## config.mk

```make
export PLATFORM = sky130hd
export DESIGN_NAME = intarb_flat
export DESIGN_NICKNAME = d
export VERILOG_FILES = /design/src/rtl/intarb_pkg.sv /design/src/rtl/intarb_if.sv /design/src/rtl/intarb_prio.sv /design/src/rtl/intarb.sv /design/src/flat_wrapper.sv
export SDC_FILE = /design/constraint.sdc
export NUM_CORES = 1
export LEC_CHECK = 0
export ABC_AREA = 0
export CAP_MARGIN = 20
export CORE_ASPECT_RATIO = 1.1
export CORE_MARGIN = 5
export CORE_UTILIZATION = 30
export CTS_BUF_LIST = sky130_fd_sc_hd__clkbuf_8
export CTS_CLUSTER_SIZE = 20
export DETAILED_ROUTE_END_ITERATION = 10
export GPL_TIMING_DRIVEN = 0
export SLEW_MARGIN = 0
export SYNTH_ARGS = -nofsm -noshare
export SYNTH_HDL_FRONTEND = slang
export SYNTH_SLANG_ARGS = --single-unit
```

## constraint.sdc

```tcl
create_clock -name CLOCK -period 2.9 [get_ports CLOCK]
set_input_delay 0.58 -clock CLOCK [delete_from_list [all_inputs] [get_ports CLOCK]]
set_output_delay 0.58 -clock CLOCK [all_outputs]
set_load 0.05 [all_outputs]
```

## src/rtl/intarb_pkg.sv

```systemverilog
// intarb_pkg: shared state encoding and constants for the Unibus interrupt arbiter.
package intarb_pkg;

   typedef enum logic [2:0] {
      ST_IDLE,
      ST_GRANT,
      ST_WAITINT,
      ST_LATCH,
      ST_SSYN,
      ST_HOLD
   } state_t;

   localparam int         BR_BASE  = 4;
   localparam logic [7:0] VEC_MASK = 8'hFC;

   // Map a 2-bit request index (0..3) onto its bus level (4..7).
   function automatic logic [2:0] level_of(input logic [1:0] idx);
      return 3'(idx) + 3'(BR_BASE);
   endfunction

endpackage

```

## src/rtl/intarb_if.sv

```systemverilog
// intarb_if: Unibus request/grant/vector lines between the arbiter and its devices.
interface intarb_if;

   logic [3:0]  br_in_h;
   logic        sack_in_h;
   logic        bbsy_in_h;
   logic        intr_in_h;
   logic [15:0] d_in_h;
   logic [3:0]  bg_out_l;
   logic        ssyn_out_h;

   modport master (
      input  br_in_h, sack_in_h, bbsy_in_h, intr_in_h, d_in_h,
      output bg_out_l, ssyn_out_h
   );

   modport slave (
      output br_in_h, sack_in_h, bbsy_in_h, intr_in_h, d_in_h,
      input  bg_out_l, ssyn_out_h
   );

endinterface

```

## src/rtl/intarb_prio.sv

```systemverilog
// intarb_prio: picks the highest BR level whose bus level exceeds the processor priority.
module intarb_prio
   import intarb_pkg::*;
(
   input  logic [3:0] br,
   input  logic [2:0] cpu_pri,
   output logic       pick_valid,
   output logic [1:0] pick_idx
);

   logic [3:0] eligible;

   generate
      for (genvar gi = 0; gi < 4; gi++) begin : g_elig
         assign eligible[gi] = br[gi] && (level_of(2'(gi)) > cpu_pri);
      end
   endgenerate

   // Ascending scan, last hit wins, so the highest eligible level is kept.
   always_comb begin
      pick_valid = |eligible;
      pick_idx   = 2'd0;
      for (int i = 0; i < 4; i++) begin
         if (eligible[i]) begin
            pick_idx = 2'(i);
         end
      end
   end

endmodule

```

## src/rtl/intarb.sv

```systemverilog
// intarb: Unibus processor-side interrupt arbiter and vector receiver.
// Optional grant timeout is built when INTARB_TIMEOUT_EN is defined.
module intarb
   import intarb_pkg::*;
#(
   parameter int DESKEW  = 4,
   parameter int TIMEOUT = 255
) (
   input  logic       CLOCK,
   input  logic       RESET,
   input  logic       init_in_h,
   input  logic [2:0] cpu_pri,
   input  logic       cpu_rdy,
   intarb_if.master   bus,
   output logic       vec_valid,
   output logic [7:0] vec_out,
   output logic [2:0] vec_level,
   input  logic       vec_ack
);

   state_t      state_reg, state_next;
   logic [3:0]  br_reg;
   logic [1:0]  lvl_reg, lvl_next;
   logic [3:0]  bg_reg, bg_next;
   logic        ssyn_reg, ssyn_next;
   logic        valid_reg, valid_next;
   logic [7:0]  vec_reg, vec_next;
   logic [2:0]  level_reg, level_next;
   logic [3:0]  dcnt_reg, dcnt_next;
`ifdef INTARB_TIMEOUT_EN
   logic [9:0]  tcnt_reg, tcnt_next;
`endif
   logic        pick_valid;
   logic [1:0]  pick_idx;
   logic        clear;
   logic        bus_active;
   logic        unused_bits;

   assign clear       = !RESET || init_in_h;
   assign bus_active  = bus.intr_in_h && bus.bbsy_in_h;
   assign unused_bits = ^{bus.d_in_h[15:8], bus.d_in_h[1:0], 10'(TIMEOUT)};

   intarb_prio u_prio (
      .br         (br_reg),
      .cpu_pri    (cpu_pri),
      .pick_valid (pick_valid),
      .pick_idx   (pick_idx)
   );

   always_ff @(posedge CLOCK) begin
      if (clear) begin
         state_reg <= ST_IDLE;
         br_reg    <= 4'b0000;
         lvl_reg   <= 2'd0;
         bg_reg    <= 4'b1111;
         ssyn_reg  <= 1'b0;
         valid_reg <= 1'b0;
         vec_reg   <= 8'h00;
         level_reg <= 3'd0;
         dcnt_reg  <= 4'd0;
`ifdef INTARB_TIMEOUT_EN
         tcnt_reg  <= 10'd0;
`endif
      end else begin
         state_reg <= state_next;
         br_reg    <= bus.br_in_h;
         lvl_reg   <= lvl_next;
         bg_reg    <= bg_next;
         ssyn_reg  <= ssyn_next;
         valid_reg <= valid_next;
         vec_reg   <= vec_next;
         level_reg <= level_next;
         dcnt_reg  <= dcnt_next;
`ifdef INTARB_TIMEOUT_EN
         tcnt_reg  <= tcnt_next;
`endif
      end
   end

   always_comb begin
      state_next = state_reg;
      lvl_next   = lvl_reg;
      bg_next    = bg_reg;
      ssyn_next  = ssyn_reg;
      valid_next = valid_reg;
      vec_next   = vec_reg;
      level_next = level_reg;
      dcnt_next  = dcnt_reg;
`ifdef INTARB_TIMEOUT_EN
      tcnt_next  = tcnt_reg;
`endif

      case (state_reg)
         ST_IDLE: begin
            if (cpu_rdy && pick_valid) begin
               lvl_next   = pick_idx;
               bg_next    = ~(4'b0001 << pick_idx);
               state_next = ST_GRANT;
`ifdef INTARB_TIMEOUT_EN
               tcnt_next  = 10'd0;
`endif
            end
         end

         // SACK is tested first so it wins over a simultaneous BR drop.
         ST_GRANT: begin
            if (bus.sack_in_h) begin
               bg_next    = 4'b1111;
               state_next = ST_WAITINT;
            end else if (!br_reg[lvl_reg]) begin
               bg_next    = 4'b1111;
               state_next = ST_IDLE;
            end
`ifdef INTARB_TIMEOUT_EN
            else if (tcnt_reg == 10'(TIMEOUT - 1)) begin
               bg_next    = 4'b1111;
               state_next = ST_IDLE;
            end else begin
               tcnt_next  = tcnt_reg + 10'd1;
            end
`endif
         end

         ST_WAITINT: begin
            if (bus_active) begin
               dcnt_next  = 4'd0;
               state_next = ST_LATCH;
            end else if (!bus.sack_in_h && !bus.bbsy_in_h && !bus.intr_in_h) begin
               state_next = ST_IDLE;
            end
         end

         ST_LATCH: begin
            if (!bus_active) begin
               dcnt_next  = 4'd0;
               state_next = ST_WAITINT;
            end else if (dcnt_reg == 4'(DESKEW)) begin
               vec_next   = bus.d_in_h[7:0] & VEC_MASK;
               level_next = level_of(lvl_reg);
               ssyn_next  = 1'b1;
               state_next = ST_SSYN;
            end else begin
               dcnt_next  = dcnt_reg + 4'd1;
            end
         end

         ST_SSYN: begin
            if (!bus.intr_in_h) begin
               ssyn_next  = 1'b0;
               valid_next = 1'b1;
               state_next = ST_HOLD;
            end
         end

         ST_HOLD: begin
            if (vec_ack) begin
               valid_next = 1'b0;
               state_next = ST_IDLE;
            end
         end

         default: begin
            state_next = ST_IDLE;
         end
      endcase
   end

   assign bus.bg_out_l   = bg_reg;
   assign bus.ssyn_out_h = ssyn_reg;
   assign vec_valid      = valid_reg;
   assign vec_out        = vec_reg;
   assign vec_level      = level_reg;

endmodule

```

## src/flat_wrapper.sv

```systemverilog
// flat-port wrapper written by rule: the top's interface ports become plain ports
module intarb_flat import intarb_pkg::*;
#(
   parameter int DESKEW  = 4,
   parameter int TIMEOUT = 255
)
  (CLOCK, RESET, init_in_h, cpu_pri, cpu_rdy, vec_valid, vec_out, vec_level, vec_ack, bus_br_in_h, bus_sack_in_h, bus_bbsy_in_h, bus_intr_in_h, bus_d_in_h, bus_bg_out_l, bus_ssyn_out_h);
  intarb_if bus_i ();
  input  logic CLOCK;
  input  logic RESET;
  input  logic init_in_h;
  input  logic [2:0] cpu_pri;
  input  logic cpu_rdy;
  output logic vec_valid;
  output logic [7:0] vec_out;
  output logic [2:0] vec_level;
  input  logic vec_ack;
  input wire logic [$bits(bus_i.br_in_h)-1:0] bus_br_in_h;
  input wire logic [$bits(bus_i.sack_in_h)-1:0] bus_sack_in_h;
  input wire logic [$bits(bus_i.bbsy_in_h)-1:0] bus_bbsy_in_h;
  input wire logic [$bits(bus_i.intr_in_h)-1:0] bus_intr_in_h;
  input wire logic [$bits(bus_i.d_in_h)-1:0] bus_d_in_h;
  output wire logic [$bits(bus_i.bg_out_l)-1:0] bus_bg_out_l;
  output wire logic [$bits(bus_i.ssyn_out_h)-1:0] bus_ssyn_out_h;
  assign bus_i.br_in_h = bus_br_in_h;
  assign bus_i.sack_in_h = bus_sack_in_h;
  assign bus_i.bbsy_in_h = bus_bbsy_in_h;
  assign bus_i.intr_in_h = bus_intr_in_h;
  assign bus_i.d_in_h = bus_d_in_h;
  assign bus_bg_out_l = bus_i.bg_out_l;
  assign bus_ssyn_out_h = bus_i.ssyn_out_h;
  intarb #(.DESKEW(DESKEW), .TIMEOUT(TIMEOUT)) u_core (.CLOCK(CLOCK), .RESET(RESET), .init_in_h(init_in_h), .cpu_pri(cpu_pri), .cpu_rdy(cpu_rdy), .bus(bus_i), .vec_valid(vec_valid), .vec_out(vec_out), .vec_level(vec_level), .vec_ack(vec_ack));
endmodule
```

==> results.py, run 1 <==
metrics = {
    "place": {
        "dpl_cell_area_um2": 1840,
        "routabilityCongestion": 0.771,
        "io_buffers": 35,
        "pre_cts_slack_ns": 0.361,
        "dpl.hpwl_um": 2280,
        "placedCellCount": 252,
    },
    "detailed_routing": {
        "wl_per_cell_um": 11.6,
        "ant_nets": 0,
        "drt_wl_total_um": 2950,
        "drt_iter0_drc": 29,
        "vias_per_cell": 4.60,
        "firstDrtPassIters": 4,
        "drc": 0,
        "vias": 1173,
    },
    "global_routing": {
        "grt-ovfl-total": 0,
        "grt_pass1_vias": 1090,
        "grt_usage": 0.103,
        "antenna_found_initial": 0,
        "grt_pass1_wl_um": 4890,
        "grt_max_degree": 15,
    },
    "logic_synthesis": {
        "yosysTopAreaCellShare": 0.395,
        "synth-main-ff-cell": "dfxtp_1",
        "synth_edf_count": 0,
        "synth_common_cells": "dfxtp_1, nor2_1, mux2i_1, nand2_1, a21oi_1",
        "synth.distinct_cells": 43,
        "syn-mean-instance-area_um2": 8.88,
        "netlist_instances": 160,
        "yosysWarnings": 0,
        "yosys.cell_count.top_type": "dfxtp_1",
        "synth_seq_area_share": 0.395,
        "netlist_top_cells_area": "dfxtp_1, mux2i_1, nor2_1, nand2_1, a21oi_1",
        "syn_area_um2": 1420,
        "synth_seq_cells": 28,
        "async_reset_ff_frac": 0,
        "synth_top_area_cell": "dfxtp_1",
    },
    "timing": {
        "max_clock_freq_mhz": 450,
        "finalCritPeriodShare": 0.767,
        "relSlewSlack": 0.639,
        "fin_crit_ns": 2.22,
        "slew_violations": 0,
        "rsz0062_at_grt": "false",
        "worst_pin_slew_ns": 0.540,
        "finalSetupTns_ns": 0,
        "clock-skew-final_ns": 0.00272,
        "setup_ws_ns": 0.676,
        "final_hold_viol_count": 0,
        "setup_viol": 0,
    },
    "layout": {
        "largest_reg_flops": 6,
        "drive_gt1_frac": 0.0955,
        "fin_area_um2": 1890,
        "fillCellCount": 482,
        "antenna_cells": 0,
        "fin_cells": 255,
        "finalNetCount": 234,
        "synthToLayoutAreaGrowth_pct": 32.8,
    },
    "floorplanning": {
        "start_util": 0.307,
        "die-area_um2": 6210,
        "die-width_um": 75.6,
        "core_um2": 4620,
        "ioPinCount": 48,
        "rows": 26,
        "die_h_um": 82.2,
    },
    "clocking": {
        "cts_tree": "done",
        "cts_max_level": 1,
        "clock_sinks": 28,
        "insertion_delay_ns": 0.27,
        "cts_made_buffers": 3,
        "postCtsHoldBufs": 0,
        "clk_pin_slew_ns": 0.09,
        "ctsResizeCount": 0,
        "clockBufferDepth": 2,
        "post_cts_buffers": 0,
        "cts_root_buf": "clkbuf_8",
    },
    "critical_path": {
        "crit_buf_inv": 1,
        "cpPeakStageDelay_ns": 0.55,
        "cpMaxStageDelayCell": "a2111oi_4",
        "endpoint_kind": "flop",
        "crit_arrival_ns": 2.36,
        "crit_fanout": 8,
        "crit_type": "in -> reg",
        "worstSetupStartpointType": "primary input",
        "cp_cell_sequence": "clkdlybuf4s50_1 -> nor3b_4 -> o41ai_4 -> a2111oi_4 -> nor3b_2 -> o21ai_1",
        "required_ns": 3.04,
        "cp_top_family": "compound AO/OA/AOI/OAI gates",
    },
    "power": {
        "seqPwrFrac": 0.557,
        "switching_share": 0.239,
        "p_int_mw": 0.537,
        "vdd_ir_drop_max_uv": 163,
        "clockPowerShare": 0.290,
        "combPwrFrac": 0.153,
        "power.density_nw_per_um2": 374,
        "p_leak_nw": 0.742,
        "power.switching_mw": 0.169,
    },
    "flow_run": {
        "maxCapViolations": 0,
    },
    "min_path": {
        "holdCritPathClass": "reg -> reg",
    },
    "status": {
        "status": "finished clean",
    },
}
worst min-delay path, stage by stage (launching register included):
cell,delay (ns)
dfxtp_1,0.32
inv_1,0.04
a21oi_1,0.05
routing by layer:
layer  wire length (µm)  vias up  global-route usage
li1                   -      628                   -
met5                  0        -                   0
met3                165        4              0.0218
met1               1360      517               0.129
met4                 44        0              0.0472
met2               1380       24               0.166
worst paths after layout:
kind                                  to           startpoint  depth (start not counted)  slack (ns)
setup / recovery  u_core.bus.bg_out_l[3]           cpu_pri[1]                          6        0.68
hold / removal       u_core.vec_level[2]  u_core.vec_level[2]                          2        0.46
setup reg to reg  u_core.bus.bg_out_l[3]     u_core.br_reg[1]                          5        1.14
hold reg to reg      u_core.vec_level[2]  u_core.vec_level[2]                          2        0.46
power groups by stage:
stage	clock network, mW	logic [mW]	registers (mW)
global placement	0	0.109	0.402
finish	0.205	0.108	0.393
CTS	0.221	0.109	0.393
floorplan	0	0.0603	0.405
global route	0.232	0.117	0.394
detailed placement	0	0.109	0.402
through the flow:
stage | util | power [mW] | hold slack, ns
6_report | 0.408 | 0.706 | 0.456
5_1_grt | 0.408 | 0.743 | 0.493
4_1_cts | 0.408 | 0.723 | 0.461
3_5_place_dp | 0.399 | 0.511 | 0.449
3_3_place_gp | 0.399 | 0.511 | 0.441
2_1_floorplan | - | 0.465 | 0.472
layout by cell type (no fill, tap or decap), drive strengths merged, types with 2 or more instances in the layout:
master / n
conb: 2
nand2b: 4
clkbuf: 6
and3: 2
a21oi: 8
a211oi: 3
a31oi: 2
nand2: 12
buf: 6
nand3b: 2
nor2b: 3
dfxtp: 28
nor3b: 2
ha: 2
nand4: 2
mux2i: 13
o21ai: 7
and2: 5
nor2: 26
nand3: 2
inv: 7
nor3: 3
xor2: 2
clkdlybuf4s50: 35
area by class of cell:
class                      count  area, µm²  share of cell area
multi-input combinational    117        788               0.418
sequential                    28        561               0.297
timing repair buffer          35        350               0.186
tap                           56       70.1              0.0372
buffer                         9       48.8              0.0259
clock buffer                   3       41.3              0.0219
inverter                       7       26.3              0.0139
logic make-up after synthesis:
logic type	Yosys count	share of synthesized area
compound gates	29	0.167
xor+xnor	3	0.0185
fa+ha+maj	2	0.0176
buf+inv	16	0.0529
flops	28	0.395
mux	13	0.0916
other cells	1	0.00264
simple gates	68	0.256
Power figures use the tool's default switching activity.
==> run 2: changes to the inputs <==
- clock period: 2.9 -> 1.9 ns (I/O delays scaled with it)
==> run 2 against run 1 <==
Final cell count up 1.2%; largest power group unchanged; largest cell class unchanged; clock power is 53% higher; die area stayed put; via count grew 1.5%; non-clock buffer count is 3 higher; count of clock-buffer cells in the layout did not move; highest routed layer unchanged; setup slack lost 0.59 ns; combinational power grew 64%; critical path type is now reg -> out; first-iteration DRC count fell by 24%; critical path depth down 5; total power is 54% higher.
==> results.py, run 2 (synthesis gave the netlist of run 1 again) <==
metrics = {
    "critical_path": {
        "cpMaxStageDelayCell": "clkdlybuf4s50_1",
        "crit_buf_inv": 1,
        "cp-startpoint": "u_core.vec_valid",
        "crit_path_end": "vec_valid",
        "cpPeakStageDelay_ns": 0.81,
        "crit_arrival_ns": 1.44,
        "cp.depth": 1,
        "reg2reg_depth": 7,
        "required_ns": 1.52,
        "endpoint_kind": "output port",
        "crit_fanout": 3,
        "crit_type": "reg -> out",
        "cp_cell_sequence": "clkdlybuf4s50_1",
        "reg2reg_from": "u_core.br_reg[1]",
        "worstSetupStartpointType": "flop",
        "r2r_end": "u_core.bus.bg_out_l[1]",
        "r2r_setup_slack_ns": 0.17,
        "cp_top_family": "buffers and inverters",
    },
    "clocking": {
        "cts_tree": "done",
        "clk_pin_slew_ns": 0.09,
        "cts_root_buf": "clkbuf_8",
        "cts_max_level": 1,
        "cts_made_buffers": 3,
        "clockBufferDepth": 2,
        "clock_sinks": 28,
        "insertion_delay_ns": 0.27,
    },
    "global_routing": {
        "grt_pass1_wl_um": 4950,
        "grt_max_degree": 15,
        "grt_pass1_vias": 1105,
        "grt_usage": 0.104,
        "antenna_found_initial": 0,
        "grt-ovfl-total": 0,
    },
    "status": {
        "status": "finished clean",
    },
    "detailed_routing": {
        "drt_wl_total_um": 3030,
        "wl_per_cell_um": 11.7,
        "firstDrtPassIters": 4,
        "ant_nets": 0,
        "vias_per_cell": 4.62,
        "drt_iter0_drc": 22,
        "drc": 0,
        "vias": 1191,
    },
    "place": {
        "io_buffers": 35,
        "placedCellCount": 252,
        "dpl.hpwl_um": 2280,
        "routabilityCongestion": 0.771,
        "dpl_cell_area_um2": 1840,
        "pre_cts_slack_ns": -0.439,
    },
    "floorplanning": {
        "core_um2": 4620,
        "die_h_um": 82.2,
        "die-width_um": 75.6,
        "start_util": 0.307,
        "rows": 26,
        "die-area_um2": 6210,
        "ioPinCount": 48,
    },
    "flow_run": {
        "maxCapViolations": 0,
    },
    "layout": {
        "final_common_cell": "clkdlybuf4s50_1",
        "fin_area_um2": 1930,
        "antenna_cells": 0,
        "layout_common_cells": "clkdlybuf4s50_1, dfxtp_1, nor2_1",
        "fin_cells": 258,
        "final_core_util": 0.417,
        "synthToLayoutAreaGrowth_pct": 35.6,
        "finalNetCount": 237,
        "largest_reg_flops": 6,
        "drive_gt1_frac": 0.119,
    },
    "min_path": {
        "hold_start": "u_core.vec_level[2]",
        "holdCritPathClass": "reg -> reg",
    },
    "power": {
        "p_leak_nw": 0.764,
        "power.density_nw_per_um2": 566,
        "power_mw": 1.09,
        "vdd_ir_drop_max_uv": 249,
    },
    "timing": {
        "fin_crit_ns": 1.82,
        "max_clock_freq_mhz": 551,
        "slew_violations": 0,
        "finalCritPeriodShare": 0.956,
        "finalSetupTns_ns": 0,
        "relSlewSlack": 0.639,
        "setup_viol": 0,
        "clock-skew-final_ns": 0.00369,
        "whs_ns": 0.456,
        "rsz0062_at_grt": "false",
        "worst_pin_slew_ns": 0.541,
        "final_hold_viol_count": 0,
        "setup_ws_ns": 0.0836,
    },
}
[run 2: cell count changes in the layout (fill, tap and decap cells not counted)]
| cell | delta |
|---|---|
| a211oi_2 | -1 |
| a211oi_4 | +1 |
| and2b_1 | -1 |
| and2b_2 | +1 |
| buf_4 | +3 |
| clkdlybuf4s50_1 | -3 |
| dlygate4sd2_1 | +3 |
| o21ba_2 | -1 |
| o21ba_4 | +1 |
| o22ai_1 | -1 |
| o22ai_2 | +1 |
[run 2: timing repair]
item                                    CTS  global route
hold buffers                              0             0
pin swaps                                 3             0
gates cloned                              0             0
gates resized for setup                   5             2
setup buffers                             3             0
endpoints found under the setup margin    2             2
[run 2: area by class of cell]
type                            instances  area, µm²
Tap cell                               56       70.1
Clock buffer                            3       41.3
Fill cell                             479       2690
Timing Repair Buffer                   38        369
Sequential cell                        28        561
Multi-Input combinational cell        117        810
Inverter                                7       26.3
Buffer                                  9       48.8
[run 2: layer usage]
| layer | global-route usage | wire length (µm) | vias up |
|---|---|---|---|
| li1 | - | - | 633 |
| met1 | 0.129 | 1400 | 530 |
| met2 | 0.170 | 1420 | 24 |
| met3 | 0.0218 | 163 | 4 |
| met4 | 0.0472 | 44 | 0 |
| met5 | 0 | 0 | - |
[run 2: worst reg2reg max path: stages (launching register included)]
cell and delay [ns]:
dfxtp_1 0.41, nor3b_4 0.24, o41ai_4 0.10, buf_4 0.16, a2111oi_4 0.37, buf_4 0.19
nor3_1 0.04, a31oi_1 0.14
[run 2: worst min-delay path by stage]
stage / endpoint / slack [ns] / cells after the start
2_1_floorplan: u_core.dcnt_reg[3] / 0.47 / 2
3_5_place_dp: u_core.vec_level[2] / 0.45 / 2
5_1_grt: u_core.vec_level[2] / 0.49 / 2
3_3_place_gp: u_core.vec_level[2] / 0.44 / 2
4_1_cts: u_core.vec_level[2] / 0.46 / 2
6_report: u_core.vec_level[2] / 0.46 / 2
[run 2: power by group]
| group | internal [mW] | leakage [nW] | switching [mW] |
|---|---|---|---|
| clock network | 0.142 | 0.0216 | 0.171 |
| logic | 0.0908 | 0.516 | 0.0860 |
| registers | 0.594 | 0.226 | 0.00633 |
| total | 0.827 | 0.764 | 0.263 |
